[src/rtl/vector_lsu_if.sv]
// Vector load/store unit bus interface.
// Bundles the request port (start/op/base_addr/rd_idx/st_data), the status
// outputs (busy/done), the word-wide memory port (mem_addr/mem_we/mem_wdata/
// mem_rdata) and the register-file write port (WD/WEV/RD).
// Modports: slave = the LSU itself, master = requester plus memory side.
interface vector_lsu_if #(
    parameter int unsigned WIDTH  = 16,
    parameter int unsigned ADDR_W = 16
);
    logic                         start;
    logic                         op;
    logic [ADDR_W-1:0]            base_addr;
    logic [4:0]                   rd_idx;
    logic [WIDTH-1:0][WIDTH-1:0]  st_data;

    logic [ADDR_W-1:0]            mem_addr;
    logic                         mem_we;
    logic [WIDTH-1:0]             mem_wdata;
    logic [WIDTH-1:0]             mem_rdata;

    logic [WIDTH-1:0][WIDTH-1:0]  WD;
    logic                         WEV;
    logic [4:0]                   RD;
    logic                         busy;
    logic                         done;

    modport slave (
        input  start, op, base_addr, rd_idx, st_data, mem_rdata,
        output mem_addr, mem_we, mem_wdata, WD, WEV, RD, busy, done
    );

    modport master (
        output start, op, base_addr, rd_idx, st_data, mem_rdata,
        input  mem_addr, mem_we, mem_wdata, WD, WEV, RD, busy, done
    );
endinterface

[src/rtl/vector_lsu.sv]
// Vector load/store unit: moves a WIDTH-element vector between the register
// file and a word-addressed memory, one element per cycle.
// Ports: clk, rst (async, active-high) and bus (vector_lsu_if.slave) carrying
// the request, memory port, register-file write port and busy/done status.
// All outputs are registered; next-cycle output values are computed together
// with the next state.
module vector_lsu #(
    parameter int unsigned WIDTH  = 16,
    parameter int unsigned ADDR_W = 16
) (
    input  logic          clk,
    input  logic          rst,
    vector_lsu_if.slave   bus
);
    localparam int unsigned CNT_W = (WIDTH > 1) ? $clog2(WIDTH) : 1;
    localparam logic [CNT_W-1:0] LAST = CNT_W'(WIDTH - 1);

    typedef enum logic [2:0] {
        IDLE  = 3'd0,
        LOAD  = 3'd1,
        LLAST = 3'd2,
        WB    = 3'd3,
        STORE = 3'd4,
        SDONE = 3'd5
    } state_t;

    state_t                      state_q, state_d;
    logic [CNT_W-1:0]            cnt_q, cnt_d;
    logic [ADDR_W-1:0]           base_q, base_d;
    logic [4:0]                  rdi_q, rdi_d;
    logic [WIDTH-1:0][WIDTH-1:0] st_q, st_d;

    logic [ADDR_W-1:0]           mem_addr_q, mem_addr_d;
    logic                        mem_we_q, mem_we_d;
    logic [WIDTH-1:0]            mem_wdata_q, mem_wdata_d;
    logic [WIDTH-1:0][WIDTH-1:0] wd_q, wd_d;
    logic                        wev_q, wev_d;
    logic [4:0]                  rd_out_q, rd_out_d;
    logic                        busy_q, busy_d;
    logic                        done_q, done_d;

    // Next state, counter, latched request and next-cycle output values.
    always_comb begin
        state_d     = state_q;
        cnt_d       = cnt_q;
        base_d      = base_q;
        rdi_d       = rdi_q;
        st_d        = st_q;
        wd_d        = wd_q;
        mem_addr_d  = '0;
        mem_we_d    = 1'b0;
        mem_wdata_d = '0;
        wev_d       = 1'b0;
        rd_out_d    = '0;
        done_d      = 1'b0;

        case (state_q)
            IDLE: begin
                if (bus.start) begin
                    base_d     = bus.base_addr;
                    rdi_d      = bus.rd_idx;
                    st_d       = bus.st_data;
                    cnt_d      = '0;
                    mem_addr_d = bus.base_addr;
                    if (bus.op) begin
                        state_d     = STORE;
                        mem_we_d    = 1'b1;
                        mem_wdata_d = bus.st_data[0];
                    end else begin
                        state_d = LOAD;
                    end
                end
            end
            LOAD: begin
                // Read data lags the address by one cycle, so lane cnt-1 lands now.
                if (cnt_q != '0) begin
                    wd_d[CNT_W'(cnt_q - CNT_W'(1))] = bus.mem_rdata;
                end
                if (cnt_q == LAST) begin
                    state_d = LLAST;
                    cnt_d   = '0;
                end else begin
                    cnt_d      = CNT_W'(cnt_q + CNT_W'(1));
                    mem_addr_d = ADDR_W'(base_q + ADDR_W'(cnt_d));
                end
            end
            LLAST: begin
                wd_d[WIDTH-1] = bus.mem_rdata;
                state_d       = WB;
                wev_d         = 1'b1;
                rd_out_d      = rdi_q;
                done_d        = 1'b1;
            end
            WB: begin
                state_d = IDLE;
            end
            STORE: begin
                if (cnt_q == LAST) begin
                    state_d = SDONE;
                    cnt_d   = '0;
                    done_d  = 1'b1;
                end else begin
                    cnt_d       = CNT_W'(cnt_q + CNT_W'(1));
                    mem_we_d    = 1'b1;
                    mem_addr_d  = ADDR_W'(base_q + ADDR_W'(cnt_d));
                    mem_wdata_d = st_q[cnt_d];
                end
            end
            SDONE: begin
                state_d = IDLE;
            end
            default: begin
                state_d = IDLE;
                cnt_d   = '0;
            end
        endcase

        busy_d = (state_d != IDLE);
    end

    // State and output registers.
    always_ff @(posedge clk or posedge rst) begin
        if (rst) begin
            state_q     <= IDLE;
            cnt_q       <= '0;
            base_q      <= '0;
            rdi_q       <= '0;
            st_q        <= '0;
            mem_addr_q  <= '0;
            mem_we_q    <= 1'b0;
            mem_wdata_q <= '0;
            wd_q        <= '0;
            wev_q       <= 1'b0;
            rd_out_q    <= '0;
            busy_q      <= 1'b0;
            done_q      <= 1'b0;
        end else begin
            state_q     <= state_d;
            cnt_q       <= cnt_d;
            base_q      <= base_d;
            rdi_q       <= rdi_d;
            st_q        <= st_d;
            mem_addr_q  <= mem_addr_d;
            mem_we_q    <= mem_we_d;
            mem_wdata_q <= mem_wdata_d;
            wd_q        <= wd_d;
            wev_q       <= wev_d;
            rd_out_q    <= rd_out_d;
            busy_q      <= busy_d;
            done_q      <= done_d;
        end
    end

    assign bus.mem_addr  = mem_addr_q;
    assign bus.mem_we    = mem_we_q;
    assign bus.mem_wdata = mem_wdata_q;
    assign bus.WD        = wd_q;
    assign bus.WEV       = wev_q;
    assign bus.RD        = rd_out_q;
    assign bus.busy      = busy_q;
    assign bus.done      = done_q;

endmodule

[src/flat_wrapper.sv]
// flat-port wrapper written by rule: the top's interface ports become plain ports
module vector_lsu_flat 
#(
    parameter int unsigned WIDTH  = 16,
    parameter int unsigned ADDR_W = 16
)
  (clk, rst, bus_start, bus_op, bus_base_addr, bus_rd_idx, bus_st_data, bus_mem_rdata, bus_mem_addr, bus_mem_we, bus_mem_wdata, bus_WD, bus_WEV, bus_RD, bus_busy, bus_done);
  vector_lsu_if #(.WIDTH(WIDTH), .ADDR_W(ADDR_W)) bus_i ();
  input  logic clk;
  input  logic rst;
  input wire logic [$bits(bus_i.start)-1:0] bus_start;
  input wire logic [$bits(bus_i.op)-1:0] bus_op;
  input wire logic [$bits(bus_i.base_addr)-1:0] bus_base_addr;
  input wire logic [$bits(bus_i.rd_idx)-1:0] bus_rd_idx;
  input wire logic [$bits(bus_i.st_data)-1:0] bus_st_data;
  input wire logic [$bits(bus_i.mem_rdata)-1:0] bus_mem_rdata;
  output wire logic [$bits(bus_i.mem_addr)-1:0] bus_mem_addr;
  output wire logic [$bits(bus_i.mem_we)-1:0] bus_mem_we;
  output wire logic [$bits(bus_i.mem_wdata)-1:0] bus_mem_wdata;
  output wire logic [$bits(bus_i.WD)-1:0] bus_WD;
  output wire logic [$bits(bus_i.WEV)-1:0] bus_WEV;
  output wire logic [$bits(bus_i.RD)-1:0] bus_RD;
  output wire logic [$bits(bus_i.busy)-1:0] bus_busy;
  output wire logic [$bits(bus_i.done)-1:0] bus_done;
  assign bus_i.start = bus_start;
  assign bus_i.op = bus_op;
  assign bus_i.base_addr = bus_base_addr;
  assign bus_i.rd_idx = bus_rd_idx;
  assign bus_i.st_data = bus_st_data;
  assign bus_i.mem_rdata = bus_mem_rdata;
  assign bus_mem_addr = bus_i.mem_addr;
  assign bus_mem_we = bus_i.mem_we;
  assign bus_mem_wdata = bus_i.mem_wdata;
  assign bus_WD = bus_i.WD;
  assign bus_WEV = bus_i.WEV;
  assign bus_RD = bus_i.RD;
  assign bus_busy = bus_i.busy;
  assign bus_done = bus_i.done;
  vector_lsu #(.WIDTH(WIDTH), .ADDR_W(ADDR_W)) u_core (.clk(clk), .rst(rst), .bus(bus_i));
endmodule
[config.mk]
export PLATFORM = sky130hd
export DESIGN_NAME = vector_lsu_flat
export DESIGN_NICKNAME = d
export VERILOG_FILES = /design/src/rtl/vector_lsu_if.sv /design/src/rtl/vector_lsu.sv /design/src/flat_wrapper.sv
export SDC_FILE = /design/constraint.sdc
export NUM_CORES = 1
export LEC_CHECK = 0
export BUFFER_PORTS_ARGS = -buffer_cell sky130_fd_sc_hd__buf_2
export CORE_AREA = 2 2 231 233
export DETAILED_ROUTE_END_ITERATION = 6
export DIE_AREA = 0 0 233 235
export PLACE_DENSITY = 0.71
export SYNTH_ARGS = -nofsm -noshare
export SYNTH_HDL_FRONTEND = slang
export SYNTH_SLANG_ARGS = --single-unit
[constraint.sdc]
create_clock -name clk -period 22.2 [get_ports clk]
set_clock_uncertainty 0.2 [all_clocks]
set_input_delay 4.44 -clock clk [delete_from_list [all_inputs] [get_ports clk]]
set_output_delay 4.44 -clock clk [all_outputs]
set_load 0.02 [all_outputs]
==> key figures <==
Outcome
  • Outcome: complete, no violations

Critical path
  • R2R Setup Slk: 18.10 ns
  • Critical path class: in -> async
  • CP Capture Type: asynchronous set/reset pin
  • Worst Setup SP: rst
  • Critical Path RT: 22.58 ns
  • Startpoint types: input pin
  • Reg2reg start: u_core.cnt_q[1]
  • Crit-path max FO: 137
  • WP data arrival: 7.81 ns

Floorplanning
  • Core ar.: 0.0522 sq mm
  • Io pins: 594
  • Row count: 84
  • Die Height: 235 um
  • Die area: 0.0548 sq mm
  • Die X: 233 um
  • Initial core utilization: 0.468

Synth
  • Sequential share of the synthesized area: 0.595
  • Xor/xnor cell area share of the yosys netlist: 0.00609
  • Most common cell in the netlist: nand2_1
  • Main combinational cell family by area after synthesis: multiplexers
  • Synth area leader: dfrtp_1
  • Mux share of post-synthesis cell area: 0.183
  • Simple-gate share of the synthesized area: 0.158
  • Most instantiated cells after synthesis: 908 x nand2_1, 581 x dfrtp_1, 211 x mux2_2
  • Syn_area_per_cell: 11.5 sq um
  • Synth top area cells: dfrtp_1 59%, nand2_1 14%, mux2_2 9.7%, mux4_2 5.9%, mux2_4 2.5%
  • Unique masters post-synth: 53
  • Syn Inst Count: 2,133
  • Yosys top cell area share: 0.595
  • Yosys Warn Count: 0
  • Syn Std Cell Area: 0.0244 sq mm
  • Synth Area in Compound Gates: 0.0244
  • Post-synth net total: 2,442
  • Number of flops mapped to enable cells by yosys: 0
  • Asr flop ratio synth: 1.00
  • Area share of fa/ha/maj cells after synthesis: 0.00727
  • Synth Register Bits: 581
  • Synth Flop Type: dfrtp_1

Clock tree
  • Postcts setup bufs: 0
  • Clk Latency, worst-skew pair: 0.61 ns
  • Clock buffer depth: 3
  • Root Driver: clkbuf_16
  • CTS Hold Bufs: 0
  • TritonCTS buffer count: 58
  • Clock sink count: 581
  • H-tree levels: 2
  • Reg clk slew, reported paths: 0.06 ns
  • CTS-repair resized insts: 0
  • CTS tree: done

Timing
  • Final Cycle Share: 0.335
  • RSZ-0062 raised after global routing: false
  • Fin crit period: 7.43 ns
  • # setup viols final: 0
  • Fin Setup TNS: 0 ns
  • Worst Tran Pin Value: 1.30 ns
  • Highest clock rate: 135 MHz
  • Slew headroom: 0.129
  • Slew Viols, Final: 0
  • Fin Hold WS: 0.267 ns
  • Endpoints failing hold: 0

Detailed routing
  • Vias/cell: 5.33
  • Vias: 18.2k
  • Post-route DRC: 0
  • Final wirelength: 72,800 um
  • DRT iter0 DRCs: 1,373
  • Wire per inst: 21.4 um
  • Routed Antenna Nets: 0
  • DRT Pass-1 Iters: 7

Finish
  • Nets: 2,979
  • Post-Route Utilization: 0.569
  • Final cell count without fillers: 3,409
  • Layout cell share with drive strength beyond 1: 0.386
  • Area Growth Syn to Fin: 21.6%

Pwr
  • Switching power: 1860 uW
  • Int Power: 2910 uW
  • Sw Ratio: 0.390
  • Leakage: 0.0154 uW
  • Worst IR Drop VDD: 0.0000841 V
  • PwrDens: 160 mW/mm^2
  • Sequential power share: 0.385
  • Combinational Power Share: 0.412
  • Clock power frac: 0.204

Min path
  • Hold path start: u_core.rdi_q[3]
  • Type of the tightest min-delay check: reg -> reg

Placement
  • PortBufs: 593
  • RePlAce Congestion: 0.851
  • Final HPWL DP: 51,600 um
  • Placed cells: 3,298

GRT
  • Total Routing Usage GR: 0.263
  • Initial antenna violation count: 20
  • Vias in the first global route: 18.3k
  • Pin count of the biggest net entering global routing: 228
  • Gr ovfl total: 0
  • First-pass GRT wire length: 111,000 um

Job
  • Max-Cap Viols: 0
layout make-up:
class                      instances  area, sq um
fill                            4364        22500
sequential                       581        14500
multi-input combinational       1413         9290
timing repair buffer             607         3090
clock buffer                      85         1720
tap                              688          861
clock inverter                    18          165
inverter                           9         41.3
antenna                            8         20.0
cell usage in the layout, fill, tap and decap left out, drive strengths merged, types with 11 or more instances in the layout:
cell and instances:
o21ai 22, a211o 16, nand2 910, clkinv 15, nor2 17, ha 11
clkbuf 85, xnor2 13, dfrtp 581, a21oi 39, mux4 64, buf 607
mux2 257
logic make-up after synthesis:
logic type | after synthesis
simple gates | 970
flops | 581
mux | 321
buf+inv | 139
compound gates | 91
xor+xnor | 17
fa+ha+maj | 14
through the flow:
stage	setup WS (ns)	power, uW	area, sq um
after floorplan	1.30	3150	24400
after global placement	14.11	3740	27800
after detailed placement	13.99	3810	27800
after CTS	14.64	4790	29700
after global routing	14.18	5040	29700
final	14.77	4770	29700
state kept, by name (all words and copies together), names as in the netlist:
register	count
u_core.state_q	3
u_core.bus.mem_addr	16
u_core.bus.WD	256
u_core.st_q	256
u_core.bus.mem_we	1
u_core.bus.RD	5
u_core.bus.done	1
u_core.bus.mem_wdata	16
u_core.bus.busy	1
u_core.rdi_q	5
u_core.bus.WEV	1
u_core.base_q	16
u_core.cnt_q	4
path summary, 6_finish.rpt:
check | to | cells after the start
max | u_core.bus.WD[237] | 5
min | u_core.rdi_q[3] | 2
max reg2reg | u_core.bus.WD[68] | 7
min reg2reg | u_core.rdi_q[3] | 2
max in group clk | u_core.st_q[78] | 6
min in group asynchronous | u_core.bus.WD[30] | 2
layer usage:
metal / GRT usage / routed length [um] / up-vias / share of wire
li1: - / - / 8092 / -
met3: 0.0706 / 6070 / 139 / 0.083
met4: 0.0618 / 1760 / 20 / 0.024
met1: 0.338 / 29000 / 9207 / 0.40
met2: 0.444 / 35900 / 713 / 0.49
met5: 0 / 135 / - / 0.0019
critical path, cell delays in order:
cell and delay (ns):
buf_2 0.13, inv_8 0.62, buf_4 0.85, buf_4 0.71, buf_4 0.89
power groups by stage:
stage	Combinational (uW)	Clock, uW	Sequential (uW)
finish	1960	971	1840
global route	2130	1030	1880
CTS	1980	982	1830
detailed placement	1970	0	1840
global placement	1930	0	1810
floorplan	1080	0	2060
No activity file was read; power rests on OpenSTA's default activity.
